===== config.mk =====
export PLATFORM = sky130hd
export DESIGN_NAME = seg7_scan_flat
export DESIGN_NICKNAME = d
export VERILOG_FILES = /design/src/rtl/seg7_pkg.sv /design/src/rtl/seg7_scan_if.sv /design/src/rtl/seg7_tick_gen.sv /design/src/rtl/seg7_scan.sv /design/src/flat_wrapper.sv
export SDC_FILE = /design/constraint.sdc
export NUM_CORES = 1
export LEC_CHECK = 0
export BUFFER_PORTS_ARGS = -buffer_cell sky130_fd_sc_hd__buf_2
export CAP_MARGIN = 30
export CELL_PAD_IN_SITES_DETAIL_PLACEMENT = 0
export CELL_PAD_IN_SITES_GLOBAL_PLACEMENT = 2
export CORE_MARGIN = 2
export CORE_UTILIZATION = 43
export DETAILED_ROUTE_END_ITERATION = 10
export GPL_ROUTABILITY_DRIVEN = 0
export PLACE_DENSITY_LB_ADDON = 0.1
export REMOVE_ABC_BUFFERS = 1
export SYNTH_ARGS = -nofsm -noshare
export SYNTH_HDL_FRONTEND = slang
export SYNTH_SLANG_ARGS = --single-unit

===== constraint.sdc =====
create_clock -name clk -period 4.9 [get_ports clk]
set_input_delay 0.49 -clock clk [delete_from_list [all_inputs] [get_ports clk]]
set_output_delay 0.49 -clock clk [all_outputs]
set_load 0.02 [all_outputs]

===== src/rtl/seg7_pkg.sv =====
`default_nettype none
// +--------------------------------------------------------------------+
// | seg7_pkg: shared constants, types and helpers for the digit scanner |
// | Revision: 1.0                                                      |
// +--------------------------------------------------------------------+
package seg7_pkg;

  localparam int DIGITS = 4;
  localparam logic [3:0] AN_OFF = 4'b1111;

  typedef logic [$clog2(DIGITS)-1:0] digit_idx_t;

  // Active-low one-hot anode select for a digit position.
  function automatic logic [3:0] an_select(input digit_idx_t idx);
    logic [3:0] one;
    one = 4'b0001;
    return ~(one << idx);
  endfunction

  // Digit 0 is never blanked so that a zero value still shows "0".
  function automatic logic digit_blanked(input logic [15:0] disp,
                                         input digit_idx_t  idx,
                                         input logic        blank_en);
    logic upper_zero;
    case (idx)
      2'd1:    upper_zero = (disp[15:4]  == 12'h000);
      2'd2:    upper_zero = (disp[15:8]  == 8'h00);
      2'd3:    upper_zero = (disp[15:12] == 4'h0);
      default: upper_zero = 1'b0;
    endcase
    return blank_en && upper_zero;
  endfunction

endpackage
`default_nettype wire


===== src/rtl/seg7_scan_if.sv =====
`default_nettype none
// +--------------------------------------------------------------------+
// | seg7_scan_if: value/load/blank inputs and scan outputs of seg7_scan |
// | Revision: 1.0                                                      |
// +--------------------------------------------------------------------+
interface seg7_scan_if;
  logic [15:0] value;
  logic        load;
  logic        blank_en;
  logic [3:0]  a;
  logic [3:0]  an;
  logic        committed;
  logic        frame;

  modport master (
    output value, load, blank_en,
    input  a, an, committed, frame
  );

  modport slave (
    input  value, load, blank_en,
    output a, an, committed, frame
  );
endinterface
`default_nettype wire


===== src/rtl/seg7_tick_gen.sv =====
`default_nettype none
// +--------------------------------------------------------------------+
// | seg7_tick_gen: free-running prescaler, tick on the last count      |
// | Revision: 1.0                                                      |
// +--------------------------------------------------------------------+
module seg7_tick_gen #(
  parameter int DIV = 50000
) (
  input  logic clk,
  input  logic rst_n,
  output logic tick
);

  localparam int CW = (DIV > 1) ? $clog2(DIV) : 1;
  localparam logic [CW-1:0] LAST = CW'(DIV - 1);

  logic [CW-1:0] cnt_q;
  logic [CW-1:0] cnt_d;

  always_comb begin
    cnt_d = (cnt_q == LAST) ? '0 : cnt_q + CW'(1);
  end

  always_ff @(posedge clk or negedge rst_n) begin
    if (!rst_n) begin
      cnt_q <= '0;
    end else begin
      cnt_q <= cnt_d;
    end
  end

  assign tick = (cnt_q == LAST);

endmodule
`default_nettype wire


===== src/rtl/seg7_scan.sv =====
`default_nettype none
// +--------------------------------------------------------------------+
// | seg7_scan: 4-digit multiplexed scan driver with tear-free updates  |
// | Revision: 1.0                                                      |
// +--------------------------------------------------------------------+
module seg7_scan
  import seg7_pkg::*;
#(
  parameter int SCAN_DIV = 50000
) (
  input  logic         clk,
  input  logic         rst_n,
  seg7_scan_if.slave   bus
);

  localparam digit_idx_t LAST_IDX = digit_idx_t'(DIGITS - 1);

  logic        tick;
  logic        wrap;
  logic        commit;
  logic        blank;

  digit_idx_t  idx_q,    idx_d;
  logic [15:0] disp_q,   disp_d;
  logic [15:0] pend_q,   pend_d;
  logic        pend_v_q, pend_v_d;
  logic [3:0]  a_q,      a_d;
  logic [3:0]  an_q,     an_d;
  logic        wrap_dly_q;
  logic        commit_dly_q;
  logic        committed_q, committed_d;
  logic        frame_q,     frame_d;

  seg7_tick_gen #(
    .DIV (SCAN_DIV)
  ) u_tick_gen (
    .clk   (clk),
    .rst_n (rst_n),
    .tick  (tick)
  );

  always_comb begin
    idx_d    = tick ? digit_idx_t'(idx_q + digit_idx_t'(1)) : idx_q;
    wrap     = tick && (idx_q == LAST_IDX);
    disp_d   = disp_q;
    pend_d   = pend_q;
    pend_v_d = pend_v_q;
    commit   = 1'b0;

    // A load on the wrap cycle bypasses pend so it is neither lost nor delayed a frame.
    if (wrap && bus.load) begin
      disp_d   = bus.value;
      pend_v_d = 1'b0;
      commit   = 1'b1;
    end else if (wrap && pend_v_q) begin
      disp_d   = pend_q;
      pend_v_d = 1'b0;
      commit   = 1'b1;
    end else if (bus.load) begin
      pend_d   = bus.value;
      pend_v_d = 1'b1;
    end
  end

  always_comb begin
    blank = digit_blanked(disp_q, idx_q, bus.blank_en);
    an_d  = blank ? AN_OFF : an_select(idx_q);
    a_d   = blank ? 4'h0 : disp_q[{idx_q, 2'b00} +: 4];
    // Pulses are delayed one extra stage so they coincide with digit 0 of the new frame on a/an.
    frame_d     = wrap_dly_q;
    committed_d = commit_dly_q;
  end

  always_ff @(posedge clk or negedge rst_n) begin
    if (!rst_n) begin
      idx_q        <= '0;
      disp_q       <= 16'h0000;
      pend_q       <= 16'h0000;
      pend_v_q     <= 1'b0;
      a_q          <= 4'h0;
      an_q         <= AN_OFF;
      wrap_dly_q   <= 1'b0;
      commit_dly_q <= 1'b0;
      committed_q  <= 1'b0;
      frame_q      <= 1'b0;
    end else begin
      idx_q        <= idx_d;
      disp_q       <= disp_d;
      pend_q       <= pend_d;
      pend_v_q     <= pend_v_d;
      a_q          <= a_d;
      an_q         <= an_d;
      wrap_dly_q   <= wrap;
      commit_dly_q <= commit;
      committed_q  <= committed_d;
      frame_q      <= frame_d;
    end
  end

  assign bus.a         = a_q;
  assign bus.an        = an_q;
  assign bus.committed = committed_q;
  assign bus.frame     = frame_q;

endmodule
`default_nettype wire


===== src/flat_wrapper.sv =====
// flat-port wrapper written by rule: the top's interface ports become plain ports
module seg7_scan_flat import seg7_pkg::*;
#(
  parameter int SCAN_DIV = 50000
)
  (clk, rst_n, bus_value, bus_load, bus_blank_en, bus_a, bus_an, bus_committed, bus_frame);
  seg7_scan_if bus_i ();
  input  logic clk;
  input  logic rst_n;
  input wire logic [$bits(bus_i.value)-1:0] bus_value;
  input wire logic [$bits(bus_i.load)-1:0] bus_load;
  input wire logic [$bits(bus_i.blank_en)-1:0] bus_blank_en;
  output wire logic [$bits(bus_i.a)-1:0] bus_a;
  output wire logic [$bits(bus_i.an)-1:0] bus_an;
  output wire logic [$bits(bus_i.committed)-1:0] bus_committed;
  output wire logic [$bits(bus_i.frame)-1:0] bus_frame;
  assign bus_i.value = bus_value;
  assign bus_i.load = bus_load;
  assign bus_i.blank_en = bus_blank_en;
  assign bus_a = bus_i.a;
  assign bus_an = bus_i.an;
  assign bus_committed = bus_i.committed;
  assign bus_frame = bus_i.frame;
  seg7_scan #(.SCAN_DIV(SCAN_DIV)) u_core (.clk(clk), .rst_n(rst_n), .bus(bus_i));
endmodule

Word level (Yosys, flattened, before mapping)
Cells that the tools add are included.

Multiplexer cells: 11. Shifts and indexed selects: 2. Equal/unequal tests: 4. Reduce and logical (&&, ||, !) cells: 10. Bitwise logic cells: 3. Add/sub/neg operators: 2.

Operator list (count): 16-bit two-way mux (3); 16-bit by 1-bit adder with 16-bit output (second input constant) (1); 16-bit equality test (second input constant) (1); 16-bit by 5-bit indexed part select with 4-bit output (1); 12-bit zero test (1); 8-bit zero test (1); 4-bit two-way mux (2); 1-bit two-way mux (5); 2-bit equality test (second input constant) (2); 1-bit logical AND (4); 4-bit zero test (1); 4-bit NOT (1); 1-bit by 2-bit left shift with 4-bit output (first input constant) (1); 1-bit case mux with 3 select lines (1); 3-bit AND reduction (1); 3-bit nonzero test (1); 2-bit by 1-bit adder with 2-bit output (second input constant) (1); 2-bit by 1-bit equality test with 1-bit output (second input constant) (1); 1-bit NOT (2); 2-bit nonzero test (1).

Logic and storage cells: 43. Bits in registers: 63. Input port bits: 20. Output and inout bits: 10.

Logic depth before layout (Yosys ltp)
Gate-level depths: netlist of run 1.

Depth after elaboration: 5. Mapped depth: 7. Mapped depth without buffers: 6.

Modules after synthesis
Synthesis of run 1 repeated with hierarchy kept, for this count alone.

Cell total of the unflattened synthesis: 224. Area, all modules: 2824.0 um^2.

Modules (own cells, without submodules): seg7_scan (instances 1, area each 2062.0 um^2, cells each 157, sequential area each 1181.1 um^2); seg7_tick_gen (instances 1, area each 762.0 um^2, cells each 67, sequential area each 400.4 um^2).

Worst setup path after synthesis of run 1
OpenSTA, ideal clock, no wires.

Path kind: flip-flop to flip-flop. Start: reg u_core.u_tick_gen.cnt_q[5]. End: reg u_core.pend_q[10]. Clock period less this slack: 2.240 ns. Slack: 2.660 ns. Buffers on the path: 2. Library setup time: 0.125 ns. Arrival time: 2.115 ns. Required time: 4.775 ns. Stages on the path, launching flop included: 7. Cells stage by stage: dfrtp_1 -> or4b_1 -> or4_4 -> buf_6 -> nand2_8 -> buf_12 -> mux2_4.

Longest elaborated chain between the ends: 5. Elaborated cells on any way between the ends: 7. Classes of those cells: eq/ne: 1; bitwise: 2; reduce/logical: 4.

RTL lines: start, declared (line seg7_tick_gen.sv:17) `logic [CW-1:0] cnt_q;`; start signal, assigned (line seg7_tick_gen.sv:28) `cnt_q <= cnt_d;`; 16-bit equality test (*) (line seg7_tick_gen.sv:32) `assign tick = (cnt_q == LAST);`; 1-bit logical AND (*) (line seg7_scan.sv:44) `wrap = tick && (idx_q == LAST_IDX);`; 1-bit logical AND, on equally long branches (line seg7_scan.sv:51, seg7_scan.sv:55); 1-bit NOT (no source line); 3-bit AND reduction (no source line) (*); end signal, assigned (line seg7_scan.sv:89) `pend_q <= pend_d;`; end, declared (line seg7_scan.sv:25) `logic [15:0] pend_q, pend_d;`.

Mark *: on every way between the ends. The rest lies on a longest branch, timed or not. A chain may end at the register's enable or synchronous reset.

Worst setup path after layout of run 1
Start: reg u_core.u_tick_gen.cnt_q[5]. End: reg u_core.disp_q[10].

Longest elaborated chain between the ends: 4. Elaborated cells on any way between the ends: 6. Classes of those cells: eq/ne: 1; mux: 1; reduce/logical: 4.

RTL lines: 16-bit equality test (*) (line seg7_tick_gen.sv:32); 1-bit logical AND (*) (line seg7_scan.sv:44); 1-bit logical AND, on equally long branches (line seg7_scan.sv:51, seg7_scan.sv:55); 16-bit two-way mux / 2-bit nonzero test (equally long branches); end signal, assigned (line seg7_scan.sv:88) `disp_q <= disp_d;`; end, declared (line seg7_scan.sv:24) `logic [15:0] disp_q, disp_d;`.

Marks and branches as above.

==> summary.md, run 1 <==
| Metric | Value |
|---|---|
| Starting density of the core | 44.15% |
| TNS Setup | 0 ps |
| Gr usage total | 17.14% |
| Startpoint Class | register |
| Nets | 290 |
| CP Data Required Time | 5110 ps |
| First drt pass iteration count | 4 |
| Commonest non-fill, non-tap cells in the layout | 59 x dfrtp_1, 29 x buf_2, 16 x a21oi_1 |
| Clock root buffer master | clkbuf_8 |
| PD cells | 337.0 nW/um^2 |
| Mean Syn Cell Area | 12.68 um^2 |
| Final Max Slew Viols | 0 |
| Clock transition at path regs | 70 ps |
| GRT overflow | 0 |
| Area delta synth->final | 13.66% |
| Die ar. | 7579 um^2 |
| Chip width | 87.06 um |
| Post-Layout Cell Count | 349 |
| Met3 Use GR | 3.602% |
| CP arrival | 2700 ps |
| DRT iter0 DRCs | 95 |
| Dominant synthesized flop cell | dfrtp_1 |
| Setup Skew | 7.454 ps |
| Slew HR | 47.97% |
| # diodes | 0 |
| Setup Buffers After CTS | 0 |
| # placed instances | 333 |
| Die Y | 87.06 um |
| Synth Warn # | 0 |
| CTS tree | done |
| CTS Hold Bufs | 0 |
| Most common library cell in the layout ignoring fill and taps | dfrtp_1 |
| DRT Wirelength | 5647 um |
| Initial antenna violation count | 0 |
| Maximum buffer depth of the clock tree | 2 |
| DRC Markers | 0 |
| Netlist cell types | 46 |
| Mapped Cells | 234 |
| Port bufs | 29 |
| Worst r2r src | u_core.u_tick_gen.cnt_q[5]$_DFF_PN0_ |
| H-tree levels | 3 |
| Resized cells post-CTS | 0 |
| Finish-stage setup viols | 0 |
| Skew-Pair Late Insertion Delay | 340 ps |
| Total clock buffers created by CTS | 9 |
| Synth async-reset ratio | 100.0% |
| Number of synthesized register bits | 63 |
| Worst Max-Slew Pin Slew | 780.5 ps |
| Final Instance Area | 3372 um^2 |
| Share of layout cells above drive strength 1 | 27.51% |
| Most Crowded Layer GR | met1 |
| First-pass GRT wire length | 9811 um |
| Setup crit end kind | register |
| Crit path max fanout | 20 |
| Critical path class | register to register |
| Antenna-violating nets left | 0 |
| Min-delay worst type | primary input to asynchronous set/reset pin |
| VDD IR max | 0.1559 mV |
| I/O Pins | 30 |
| RSZ-0062 raised after global routing | no |
| Placed instance area | 3148 um^2 |
| Period minus WS final | 2489 ps |
| Worst setup startpoint | u_core.u_tick_gen.cnt_q[5]$_DFF_PN0_ |
| Final cycle utilization of the critical path | 50.79% |
| Number of synthesized flops with an enable pin | 0 |
| Number of global-route vias before repair | 1866 |
| Vias per cell | 5.350 |
| Routed wire length per instance | 16.18 um |
| Fmax | 401.8 MHz |
| Sequential area share after synthesis | 53.31% |
| Pin count of the biggest net entering global routing | 64 |
| GRT met2 Usage | 22.28% |
| HPWL after DPL | 3790 um |
| Core area | 6719 um^2 |
| Max cap viols | 0 |
| Leak Pwr | 0.001533 uW |
| Rows | 30 |
| Status | complete, no violations |
| Total power | 1136 uW |
| Syn Std Cell Area | 2967 um^2 |
| CTS Sinks | 63 |
| DR vias | 1867 |
| Met1 Use GR | 26.76% |
| Count of final hold-check violations | 0 |
## metrics by stage
stage	util, %	setup WS (ps)	hold slack (ps)
floorplan	-	2356	194.4
global placement	46.85	2472	333.2
detailed placement	46.85	2417	337.2
CTS	50.19	2402	347.7
global route	50.19	2305	356.1
finish	50.19	2411	314.5
## cell families after synthesis
kind of cell | synth area share, %
and+or+nand+nor | 17.63
buffers and inverters | 3.374
AOI/OAI and AO/OA | 8.604
muxes | 10.71
DFF | 53.31
xor gates and xnor gates | 3.838
adders and majority gates | 2.531
## critical path, cell delays in order, from the launching register on
cell       delay (ps)
dfrtp_1           400
or4b_1            560
or4_4             710
or2_1             480
o2bb2ai_1         210
## path summary, 6_finish.rpt
check                                                end  cells after the start  slack [ps]
setup / recovery           u_core.disp_q[10]$_DFFE_PN0P_                      4        2410
hold / removal              u_core.pend_q[6]$_DFFE_PN0P_                      2         310
setup reg to reg           u_core.disp_q[10]$_DFFE_PN0P_                      4        2410
hold reg to reg               u_core.bus.frame$_DFF_PN0_                      0         350
max in group asynchronous   u_core.pend_q[9]$_DFFE_PN0P_                      2        4070
min in group clk              u_core.bus.frame$_DFF_PN0_                      0         350
## cells in the mapped netlist (2+ instances only)
cell        n  share of area, %
dfrtp_1    59                50
a21oi_1    16               2.7
and3b_1    15               4.4
o2bb2ai_1  15               4.4
mux2_4     10               5.1
nor2_1     10               1.3
nand2_1     9               1.1
nor2b_1     8               1.7
xnor2_1     7               2.1
clkbuf_1    6              0.76
ha_1        6               2.5
mux2_2      6               2.3
nand3_1     6               1.0
xor2_1      6               1.8
dfstp_2     4               3.5
inv_1       4              0.51
mux4_2      4               3.0
nand4_1     4              0.84
and2_1      3              0.63
buf_6       3               1.1
nand2b_1    3              0.63
nor4_1      3              0.63
and3_1      2              0.42
o21ai_0     2              0.34
or4_1       2              0.51
## per-layer routing
metal / vias up / part of all wire, %
li1: 908 / -
met1: 918 / 54
met2: 33 / 41
met3: 8 / 3.4
met4: 0 / 1.5
met5: - / 0
## where the power goes
group / switching, uW / total (uW) / internal, uW / leakage, uW
Clock: 192 / 506 / 314 / 0.000114
Sequential: 11.6 / 553 / 541 / 0.000780
Combinational: 36.4 / 77.4 / 41.0 / 0.000639
## state kept, by name (all words and copies together) (netlist names), 2 cells and up
register                 cells
u_core.bus.an                4
u_core.idx_q                 2
u_core.bus.a                 4
u_core.disp_q               16
u_core.pend_q               16
u_core.u_tick_gen.cnt_q     16
## area by class of cell
class,count,area [um^2]
inverter,4,15.01
sequential,63,1582
clock buffer,13,158.9
fill,598,3347
tap,80,100.1
clock inverter,3,65.06
multi-input combinational,155,1291
timing repair buffer,31,160.2
(Power assumes the default switching activity.)
==> run 2, diff against run 1 <==
Settings changed: CORE_UTILIZATION 43 to 40.
Clock period 4.9 ns to 2.4 ns, I/O delays scaled along.
==> summary.md, run 2 (synthesis results as in run 1) <==
| Metric | Value |
|---|---|
| Worst setup startpoint | u_core.u_tick_gen.cnt_q[5]$_DFF_PN0_ |
| RSZ-0062 raised after global routing | no |
| TNS Setup | 0 ps (unchanged) |
| CP arrival | 2510 ps (-190 ps) |
| Period minus WS final | 2303 ps (-186.0 ps) |
| Sw frac | 23.02% (+1.9 points) |
| First drt pass iteration count | 4 (unchanged) |
| Fmax | 434.3 MHz (+8.1%) |
| Die ar. | 8122 um^2 (+7.2%) |
| Clock transition at path regs | 70 ps (about the same) |
| I/O Pins | 30 (unchanged) |
| Clock root buffer master | clkbuf_8 |
| Antenna-violating nets left | 0 (unchanged) |
| Critical path class | register to register |
| Number of global-route vias before repair | 2047 (+9.7%) |
| RR Endpoint | u_core.disp_q[10]$_DFFE_PN0P_ |
| GRT overflow | 0 (unchanged) |
| Vias per cell | 5.071 (-5.2%) |
| Maximum buffer depth of the clock tree | 2 (unchanged) |
| Die Y | 90.12 um (+3.5%) |
| # diodes | 0 (unchanged) |
| Area of the multi-input gates | 1285 um^2 (-0.48%) |
| Slowest cell on crit path | or4_4 |
| Finished Core Util | 48.18% (-2.0 points) |
| Pin count of the biggest net entering global routing | 36 (-44%) |
| Setup Skew | 9.691 ps (+2.237 ps) |
| Worst r2r src | u_core.u_tick_gen.cnt_q[5]$_DFF_PN0_ |
| Share of layout cells above drive strength 1 | 31.21% (+3.7 points) |
| VDD IR max | 0.3056 mV (+96%) |
| DRC Markers | 0 (unchanged) |
| Finish-stage setup viols | 0 (unchanged) |
| Filler Cells Inserted | 695 (+16%) |
| Skew-Pair Late Insertion Delay | 330 ps (about the same) |
| Slew HR | 53.83% (+5.9 points) |
| Max cap viols | 0 (unchanged) |
| Internal power | 1694 uW (+89%) |
| H-tree levels | 3 (unchanged) |
| Startpoint Class | register |
| CP bufs+invs | 0 (unchanged) |
| Sw power | 506.6 uW (+110%) |
| Routed wire length per instance | 15.67 um (-3.1%) |
| Top Registers | u_core.disp_q: 16 flops, u_core.pend_q: 16 flops, u_core.u_tick_gen.cnt_q: 16 flops |
| Part of the power in combinational logic | 7.4% (+0.6 points) |
| Gr usage total | 16.40% (-0.74 points) |
| Total clock buffers created by CTS | 9 (unchanged) |
| CTS tree | done |
| First-pass GRT wire length | 10620 um (+8.2%) |
| Port bufs | 29 (unchanged) |
| Count of final hold-check violations | 0 (unchanged) |
| DRT Wirelength | 5971 um (+5.7%) |
| Most common library cell in the layout ignoring fill and taps | dfrtp_1 |
| DR vias | 1932 (+3.5%) |
| Chip width | 90.12 um (+3.5%) |
| Core area | 7214 um^2 (+7.4%) |
| PD cells | 633.1 nW/um^2 (+88%) |
| Cells on worst reg2reg path | 4 (unchanged) |
| Register Area | 1582 um^2 (unchanged) |
| Rows | 31 (+3.3%) |
| Crit path max fanout | 15 (-25%) |
| R2r setup slk | 100 ps (-2310 ps) |
| Min-delay worst type | primary input to register |
| CP Data Required Time | 2610 ps (-2500 ps) |
| Clock power frac | 41.3% (-3.3 points) |
| Nets | 303 (+4.5%) |
| Leak Pwr | 0.001590 uW (+3.7%) |
| CTS Sinks | 63 (unchanged) |
| Hold EP | u_core.pend_q[1]$_DFFE_PN0P_ |
| Worst Max-Slew Pin Slew | 692.5 ps (-88.01 ps) |
| HPWL after DPL | 4086 um (+7.8%) |
| Area delta synth->final | 17.17% |
| Min-Delay Path Depth | 2 |
| Final cycle utilization of the critical path | 95.95% (+45 points) |
| Final Max Slew Viols | 0 (unchanged) |
| Status | complete, no violations |
| Sequential share of power | 51.3% (+2.7 points) |
| Worst hold path startpoint | bus_value[1] |
| Crit-path max cell delay | 600 ps (-110 ps) |
| Commonest non-fill, non-tap cells in the layout | 59 x dfrtp_1, 29 x buf_2, 16 x a21oi_1 |
| Starting density of the core | 41.12% (-3.0 points) |
| Worst path top cell family by delay | simple AND/OR/NAND/NOR gates |
| Crit-path cells | or4b_1 > or4_4 > or2_2 > o2bb2ai_1 |
| Initial antenna violation count | 0 (unchanged) |
| Setup crit end kind | register |
| DRT iter0 DRCs | 59 (-38%) |
## run 2: cell count changes in the layout (fill, tap and decap cells not counted)
cell | before | now
nor4_1 | 2 | 3
nor4_2 | 1 | 0
clkinvlp_4 | 0 | 2
or2_1 | 1 | 0
clkbuf_8 | 11 | 10
buf_12 | 0 | 1
dlygate4sd3_1 | 0 | 1
clkinv_2 | 1 | 3
buf_4 | 2 | 13
or2_2 | 0 | 1
bufinv_16 | 2 | 1
clkbuf_1 | 2 | 0
## run 2: what timing repair did
item                                    in CTS  in global routing
hold endpoints to repair                    28                  0
gates resized for setup                      0                  1
endpoints found under the setup margin       0                 14
setup buffers                                0                  0
hold buffers                                 1                  0
## run 2: stage by stage
step	setup WS (ps)	hold WS [ps]	std cells	cell area, um^2	total power, uW
after floorplan	-144.1	-55.59	222	2882	1235
after global placement	100.6	330.1	364	3268	1312
after detailed placement	69.55	332.4	364	3268	1313
after CTS	44.38	134.7	381	3476	2229
after global routing	32.96	135.8	381	3476	2303
final	97.32	149.2	381	3476	2201
## run 2: area by class of cell
type | count | share of cell area, %
clock buffer | 10 | 3.960
tap | 99 | 3.564
sequential | 63 | 45.50
clock inverter | 6 | 1.728
timing repair buffer | 44 | 7.847
multi-input combinational | 155 | 36.97
inverter | 4 | 0.4320
## run 2: worst max-delay path by stage
| stage | end | slack, ps | cells after the start |
|---|---|---|---|
| 2_1_floorplan | u_core.u_tick_gen.cnt_q[9]$_DFF_PN0_ | -140 | 4 |
| 3_3_place_gp | u_core.disp_q[7]$_DFFE_PN0P_ | 100 | 4 |
| 3_5_place_dp | u_core.disp_q[6]$_DFFE_PN0P_ | 70 | 4 |
| 4_1_cts | u_core.disp_q[10]$_DFFE_PN0P_ | 40 | 4 |
| 5_1_grt | u_core.disp_q[10]$_DFFE_PN0P_ | 30 | 4 |
| 6_report | u_core.disp_q[10]$_DFFE_PN0P_ | 100 | 4 |
## run 2: power by group through the flow
| stage | Clock, uW | Sequential [uW] | Combinational, uW |
|---|---|---|---|
| after floorplan | 0 | 1140 | 92.3 |
| after CTS | 933 | 1130 | 168 |
| after global routing | 985 | 1130 | 184 |
| after detailed placement | 0 | 1150 | 166 |
| after global placement | 0 | 1150 | 165 |
| final | 909 | 1130 | 164 |
## run 2: per-layer routing
metal | track usage (%) | wire, um | up-vias
met5 | 0 | 0 | -
met4 | 4.231 | 54 | 0
met3 | 4.610 | 229 | 6
met2 | 24.56 | 2723 | 38
met1 | 23.55 | 2965 | 943
li1 | - | - | 945
